[src/rtl/clock_monitor_if.sv]
// clock_monitor_if
//   Groups the clock monitor's observed clocks, controls and status outputs.
//   The master side drives the derived clocks, clear_fault and period_sel and
//   reads the status. The slave side is the monitor itself.
//
//   imem_clock       derived clock, channel 0
//   dmem_clock       derived clock, channel 1
//   processor_clock  derived clock, channel 2
//   regfile_clock    derived clock, channel 3
//   clear_fault      one-cycle pulse, leaves FAULT and clears err_mask
//   period_sel       channel shown on period_out (0 imem .. 3 regfile)
//   locked           monitor is in LOCKED
//   fault            monitor is in FAULT
//   err_mask         sticky per-channel errors {regfile,processor,dmem,imem}
//   period_out       last measured period of the selected channel
interface clock_monitor_if #(
  parameter int CNT_W = 8
);
  logic             imem_clock;
  logic             dmem_clock;
  logic             processor_clock;
  logic             regfile_clock;
  logic             clear_fault;
  logic [1:0]       period_sel;
  logic             locked;
  logic             fault;
  logic [3:0]       err_mask;
  logic [CNT_W-1:0] period_out;

  modport master (
    output imem_clock, dmem_clock, processor_clock, regfile_clock,
    output clear_fault, period_sel,
    input  locked, fault, err_mask, period_out
  );

  modport slave (
    input  imem_clock, dmem_clock, processor_clock, regfile_clock,
    input  clear_fault, period_sel,
    output locked, fault, err_mask, period_out
  );
endinterface

[src/rtl/clock_monitor.sv]
// clock_monitor
//   Watches the four clocks produced by the master-clock divider. Each derived
//   clock is sampled as data in the master clock domain; the distance between
//   its rising edges is measured in master cycles and compared with the
//   expected divide ratio. Reports lock, sticky per-channel errors and a fault
//   state.
//
//   clock  master clock, all logic on the rising edge
//   reset  asynchronous, active-low reset
//   mon    clock_monitor_if slave port (derived clocks, clear_fault,
//          period_sel in; locked, fault, err_mask, period_out out)
module clock_monitor #(
  parameter int IMEM_PERIOD    = 2,
  parameter int DMEM_PERIOD    = 2,
  parameter int PROC_PERIOD    = 4,
  parameter int REGFILE_PERIOD = 2,
  parameter int LOCK_COUNT     = 4,
  parameter int CNT_W          = 8
) (
  input  logic           clock,
  input  logic           reset,
  clock_monitor_if.slave mon
);

  localparam int               GR_W    = $clog2(LOCK_COUNT + 1);
  localparam logic [CNT_W-1:0] CNT_MAX = {CNT_W{1'b1}};
  localparam logic [GR_W-1:0]  GR_FULL = GR_W'(LOCK_COUNT);

  typedef enum logic [1:0] {ST_WAIT, ST_LOCKED, ST_FAULT} state_e;

  function automatic logic [CNT_W-1:0] expPeriod(input int ch);
    case (ch)
      0:       return CNT_W'(IMEM_PERIOD);
      1:       return CNT_W'(DMEM_PERIOD);
      2:       return CNT_W'(PROC_PERIOD);
      default: return CNT_W'(REGFILE_PERIOD);
    endcase
  endfunction

  state_e           state_q, state_d;
  logic [3:0]       clkIn;
  logic [3:0]       prev_q, armed_q, armed_d, rise, errEvt;
  logic [3:0]       errMask_q, errMask_d;
  logic [CNT_W-1:0] cnt_q [4];
  logic [CNT_W-1:0] cnt_d [4];
  logic [CNT_W-1:0] period_q [4];
  logic [CNT_W-1:0] period_d [4];
  logic [GR_W-1:0]  goodRun_q [4];
  logic [GR_W-1:0]  goodRun_d [4];
  logic             clearNow;
  logic             allGood;

  assign clkIn    = {mon.regfile_clock, mon.processor_clock,
                     mon.dmem_clock, mon.imem_clock};
  assign clearNow = (state_q == ST_FAULT) && mon.clear_fault;

  // Per-channel measurement. cnt counts master edges since the last rise, so
  // at the next rise it holds exactly the rise-to-rise period. A stall is
  // flagged once, on the edge where that count reaches twice the expected
  // period without a rise; the count keeps moving past it so it cannot refire.
  always_comb begin
    for (int i = 0; i < 4; i++) begin
      rise[i]      = clkIn[i] & ~prev_q[i];
      errEvt[i]    = 1'b0;
      armed_d[i]   = armed_q[i] | rise[i];
      period_d[i]  = period_q[i];
      goodRun_d[i] = goodRun_q[i];

      if (rise[i])
        cnt_d[i] = CNT_W'(1);
      else if (cnt_q[i] != CNT_MAX)
        cnt_d[i] = cnt_q[i] + CNT_W'(1);
      else
        cnt_d[i] = cnt_q[i];

      if (armed_q[i] && rise[i]) begin
        period_d[i] = cnt_q[i];
        if (cnt_q[i] == expPeriod(i)) begin
          if (goodRun_q[i] != GR_FULL)
            goodRun_d[i] = goodRun_q[i] + GR_W'(1);
        end else begin
          errEvt[i]    = 1'b1;
          goodRun_d[i] = '0;
        end
      end else if (armed_q[i] && (cnt_q[i] == (expPeriod(i) << 1))) begin
        errEvt[i]    = 1'b1;
        goodRun_d[i] = '0;
      end

      if (clearNow)
        goodRun_d[i] = '0;
    end
  end

  // Errors only become sticky once the clocks have been trusted; clearing a
  // fault takes priority over any error arriving on the same edge.
  always_comb begin
    errMask_d = errMask_q;
    if (clearNow)
      errMask_d = '0;
    else if (state_q != ST_WAIT)
      errMask_d = errMask_q | errEvt;
  end

  // Channel state registers.
  always_ff @(posedge clock or negedge reset) begin
    if (!reset) begin
      prev_q    <= '0;
      armed_q   <= '0;
      errMask_q <= '0;
      for (int i = 0; i < 4; i++) begin
        cnt_q[i]     <= '0;
        period_q[i]  <= '0;
        goodRun_q[i] <= '0;
      end
    end else begin
      prev_q    <= clkIn;
      armed_q   <= armed_d;
      errMask_q <= errMask_d;
      for (int i = 0; i < 4; i++) begin
        cnt_q[i]     <= cnt_d[i];
        period_q[i]  <= period_d[i];
        goodRun_q[i] <= goodRun_d[i];
      end
    end
  end

  // FSM state register.
  always_ff @(posedge clock or negedge reset) begin
    if (!reset)
      state_q <= ST_WAIT;
    else
      state_q <= state_d;
  end

  // FSM next state. Lock is judged on the registered good-run counts.
  always_comb begin
    allGood = 1'b1;
    for (int i = 0; i < 4; i++)
      if (goodRun_q[i] != GR_FULL)
        allGood = 1'b0;

    state_d = state_q;
    case (state_q)
      ST_WAIT:   if (allGood)         state_d = ST_LOCKED;
      ST_LOCKED: if (errEvt != 4'b0)  state_d = ST_FAULT;
      ST_FAULT:  if (mon.clear_fault) state_d = ST_WAIT;
      default:                        state_d = ST_WAIT;
    endcase
  end

  // FSM outputs and status.
  always_comb begin
    mon.locked     = (state_q == ST_LOCKED);
    mon.fault      = (state_q == ST_FAULT);
    mon.err_mask   = errMask_q;
    mon.period_out = period_q[mon.period_sel];
  end

endmodule

[src/flat_wrapper.sv]
// flat-port wrapper written by rule: the top's interface ports become plain ports
module clock_monitor_flat 
#(
  parameter int IMEM_PERIOD    = 2,
  parameter int DMEM_PERIOD    = 2,
  parameter int PROC_PERIOD    = 4,
  parameter int REGFILE_PERIOD = 2,
  parameter int LOCK_COUNT     = 4,
  parameter int CNT_W          = 8
)
  (clock, reset, mon_imem_clock, mon_dmem_clock, mon_processor_clock, mon_regfile_clock, mon_clear_fault, mon_period_sel, mon_locked, mon_fault, mon_err_mask, mon_period_out);
  clock_monitor_if #(.CNT_W(CNT_W)) mon_i ();
  input  logic clock;
  input  logic reset;
  input wire logic [$bits(mon_i.imem_clock)-1:0] mon_imem_clock;
  input wire logic [$bits(mon_i.dmem_clock)-1:0] mon_dmem_clock;
  input wire logic [$bits(mon_i.processor_clock)-1:0] mon_processor_clock;
  input wire logic [$bits(mon_i.regfile_clock)-1:0] mon_regfile_clock;
  input wire logic [$bits(mon_i.clear_fault)-1:0] mon_clear_fault;
  input wire logic [$bits(mon_i.period_sel)-1:0] mon_period_sel;
  output wire logic [$bits(mon_i.locked)-1:0] mon_locked;
  output wire logic [$bits(mon_i.fault)-1:0] mon_fault;
  output wire logic [$bits(mon_i.err_mask)-1:0] mon_err_mask;
  output wire logic [$bits(mon_i.period_out)-1:0] mon_period_out;
  assign mon_i.imem_clock = mon_imem_clock;
  assign mon_i.dmem_clock = mon_dmem_clock;
  assign mon_i.processor_clock = mon_processor_clock;
  assign mon_i.regfile_clock = mon_regfile_clock;
  assign mon_i.clear_fault = mon_clear_fault;
  assign mon_i.period_sel = mon_period_sel;
  assign mon_locked = mon_i.locked;
  assign mon_fault = mon_i.fault;
  assign mon_err_mask = mon_i.err_mask;
  assign mon_period_out = mon_i.period_out;
  clock_monitor #(.IMEM_PERIOD(IMEM_PERIOD), .DMEM_PERIOD(DMEM_PERIOD), .PROC_PERIOD(PROC_PERIOD), .REGFILE_PERIOD(REGFILE_PERIOD), .LOCK_COUNT(LOCK_COUNT), .CNT_W(CNT_W)) u_core (.clock(clock), .reset(reset), .mon(mon_i));
endmodule
[config.mk]
export PLATFORM = sky130hd
export DESIGN_NAME = clock_monitor_flat
export DESIGN_NICKNAME = d
export VERILOG_FILES = /design/src/rtl/clock_monitor_if.sv /design/src/rtl/clock_monitor.sv /design/src/flat_wrapper.sv
export SDC_FILE = /design/constraint.sdc
export NUM_CORES = 1
export LEC_CHECK = 0
export CAP_MARGIN = 20
export CORE_AREA = 2 2 117 119
export DETAILED_ROUTE_END_ITERATION = 8
export DIE_AREA = 0 0 119 121
export GPL_TIMING_DRIVEN = 0
export PLACE_DENSITY = 0.5
export SLEW_MARGIN = 40
export SYNTH_ARGS = -nofsm -noshare
export SYNTH_HDL_FRONTEND = slang
export SYNTH_SLANG_ARGS = --single-unit
[constraint.sdc]
create_clock -name clock -period 3.45 [get_ports clock]
set_clock_uncertainty 0.1 [all_clocks]
set_input_delay 0.69 -clock clock [delete_from_list [all_inputs] [get_ports clock]]
set_output_delay 0.69 -clock clock [all_outputs]
set_load 0.02 [all_outputs]
==> run_results.csv <==
group,metric,value,unit
status,status,"complete, no violations",
yosys,synth_area_per_cell,11.0,um2
yosys,yosysUniqueCellTypes,50,
worst_hold_path,hold_class,"input pin to async pin",
clock_network,cts_setup_buffers,0,
sta,tightest_slew,569,ps
clock_network,post_cts_resized,0,
detailed_routing,routed_wl,9780,um
layout,drive_above_1_share,0.151,
yosys,synth_compound_area_frac,0.0986,
place,io_buffer_count,20,
detailed_routing,firstDrtPassIters,4,
clock_network,cts.clk_slew.worst_paths,70,ps
worst_setup_path,arrival,2090,ps
detailed_routing,antenna_left,0,
place,gp_congestion,0.771,
worst_setup_path,reg2reg_slack,1380,ps
sta,fin_crit,2880,ps
detailed_routing,drc,0,
worst_setup_path,cp-start-kind,"input pin",
sta,max_slew_margin,0.617,
place,dp_slack,551,ps
grt,grt_pass1_wl,16600,um
worst_setup_path,critPathKind,"input pin to output pin",
floorplan,die-area,0.0144,mm2
floorplan,die_y,121,um
layout,multi_input_area,0.00209,mm2
sta,report.final.slew_viol_count,0,
floorplan,core_area,0.0131,mm2
layout,fillers,1251,
yosys,synth_commonest_cells,"dfrtp_1, nand2_1, nor2_1, o21ai_0, mux2_2",
sta,fin_crit_sh,0.834,
worst_setup_path,critPathMaxFanout,8,
detailed_routing,vias_per_cell,5.08,
yosys,synthAdderAreaFrac,0.0531,
floorplan,die_w,119,um
sta,hold_slack,120,ps
grt,first_global_vias,3196,
grt,grtUsageTotal,0.148,
pwr,p_per_area,587,mW/mm2
clock_network,clock_latency,340,ps
yosys,syn_inst,406,
worst_setup_path,r2r-start,"u_core.cnt_q[24]$_DFFE_PN0P_",
yosys,mappedNetlistNets,434,
clock_network,cts.path.max_buffers,2,
detailed_routing,wl_per_cell,15.8,um
yosys,syn-cell-area,0.00448,mm2
yosys,synth_top_family_by_area,"simple AND/OR/NAND/NOR gates",
floorplan,row_count,42,
yosys,ys.flop_type,"dfrtp_1",
layout,nets,466,
clock_network,ctsHoldBuffers,0,
sta,setup_violations,0,
worst_setup_path,required,2660,ps
yosys,synthTopCellsByArea,"dfrtp_1, mux2_2, ha_1",
grt,antenna_found_initial,0,
clock_network,ctsRootBufferMaster,"clkbuf_16",
worst_setup_path,end_kind,"output pin",
grt,grt-ovfl-total,0,
yosys,synth_top_area_frac,0.503,
floorplan,io_pins,23,
layout,diodes,0,
detailed_routing,vias,3144,
layout,syn_to_final_growth,17.0,%
clock_network,tritoncts,"built",
floorplan,start_util,0.342,
yosys,yosys_warnings,0,
worst_setup_path,r2r_cells,7,
yosys,synth-seq-cells,90,
place,hpwl,7100,um
detailed_routing,first_iter_violations,237,
yosys,yosys.area_share.xor_xnor,0.0235,
yosys,seq_area_frac_synth,0.503,
worst_setup_path,rr_endpoint,"u_core.goodRun_q[9]$_DFFE_PN0P_",
grt,grt_max_degree,51,
yosys,synth.most_common_cell,"dfrtp_1",
pwr,p_leak,0.00233,uW
sta,layout_setup_ws,572,ps
sta,max_freq,0.347,GHz
yosys,yosys-mux-area-fraction,0.103,
sta,finalHoldViolations,0,
clock_network,clock-sinks,90,
yosys,synthSimpleGateAreaFrac,0.189,
yosys,synth_edf_count,0,
yosys,async_flop_share,1.00,
clock_network,numCtsBuffers,9,
sta,rsz0062_at_grt,"no",
pwr,vdd_drop_max,0.000270,V
layout,register_area,0.00225,mm2
clock_network,h-tree-depth,3,
job,max_cap_violations,0,
yosys,synth.largest_area_cell,"dfrtp_1",
power breakdown:
part / switching, uW / leakage (uW) / total (uW) / internal, uW
Combinational: 329 / 0.00101 / 630 / 301
Clock: 422 / 0.000146 / 1030 / 605
Sequential: 188 / 0.00118 / 1420 / 1230
Total: 939 / 0.00233 / 3070 / 2140
critical path, cell delays in order:
cell and delay, ps:
buf_2 260, mux4_2 570, clkdlybuf4s50_1 560
state kept, by name, summed over array words and instances (netlist names):
name	count
u_core.cnt_q	32
u_core.mon.err_mask	4
u_core.armed_q	4
u_core.period_q	32
u_core.prev_q	4
u_core.goodRun_q	12
u_core.state_q	2
worst max path at each step:
stage	end	slack (ps)	depth (start not counted)	start
floorplan	mon_period_out[0]	1140	2	mon_period_sel[0]
global placement	u_core.goodRun_q[5]$_DFFE_PN0P_	-1930	1	reset
detailed placement	mon_period_out[1]	550	3	mon_period_sel[0]
CTS	mon_period_out[1]	550	3	mon_period_sel[0]
global route	mon_period_out[3]	520	3	mon_period_sel[0]
finish	mon_period_out[3]	570	3	mon_period_sel[0]
metrics by stage:
step,util,power [uW],std cells,TNS [ps],area [um2]
6_report,0.400,3070,619,0,5240
5_1_grt,0.400,3250,619,0,5240
4_1_cts,0.400,3100,619,0,5240
3_5_place_dp,0.377,2070,603,0,4930
3_3_place_gp,0.374,2050,602,-173560,4900
2_1_floorplan,-,1810,406,0,4480
layer usage:
layer / vias to the layer above / GRT usage / part of all wire
li1: 1528 / - / -
met4: 0 / 0.0565 / 0.017
met3: 11 / 0.0258 / 0.025
met1: 1567 / 0.201 / 0.48
met2: 38 / 0.239 / 0.48
met5: - / 0 / 0
cells by family (layout without fill, tap and decap cells):
group                    after synthesis  after routing
AND/OR/NAND/NOR                      150            150
flip-flops                            90             90
AO/OA/AOI/OAI                         72             72
multiplexers                          33             33
buffers and inverters                 30             67
adder cells (fa/ha/maj)               19             19
XOR/XNOR                              12             12
cell usage in the layout, fill, tap and decap left out, types with 2 or more instances in the layout:
master | netlist | routed
clkbuf_8 | 0 | 2
nor3b_1 | 3 | 3
mux4_2 | 8 | 8
o21a_1 | 2 | 2
nand2b_1 | 10 | 10
clkbuf_16 | 0 | 9
dfrtp_1 | 90 | 90
nor2b_1 | 6 | 6
and4b_1 | 2 | 2
o21ai_0 | 28 | 28
and2_1 | 4 | 4
xor2_1 | 8 | 8
nand2_1 | 31 | 31
ha_1 | 19 | 19
nand3_1 | 14 | 14
nand4_1 | 7 | 7
a21oi_1 | 13 | 13
buf_6 | 2 | 2
nor3_1 | 11 | 11
clkdlybuf4s50_1 | 0 | 19
nor2_1 | 28 | 28
a41oi_1 | 3 | 3
nor4_1 | 4 | 4
mux2_2 | 24 | 24
xnor2_1 | 4 | 4
clkbuf_1 | 4 | 6
a31oi_1 | 13 | 13
nor4b_2 | 3 | 3
buf_2 | 5 | 5
nand3b_1 | 5 | 5
inv_1 | 18 | 18
a211oi_1 | 4 | 4
and3_1 | 12 | 12
and4_1 | 2 | 2
area by class of cell:
cell class	count	share of cell area
Timing Repair Buffer	21	0.0444
Multi-Input combinational cell	286	0.400
Sequential cell	90	0.430
Clock inverter	3	0.00884
Tap cell	176	0.0420
Clock buffer	13	0.0497
Inverter	18	0.0129
Buffer	12	0.0127
No activity file was read; power rests on OpenSTA's default activity.
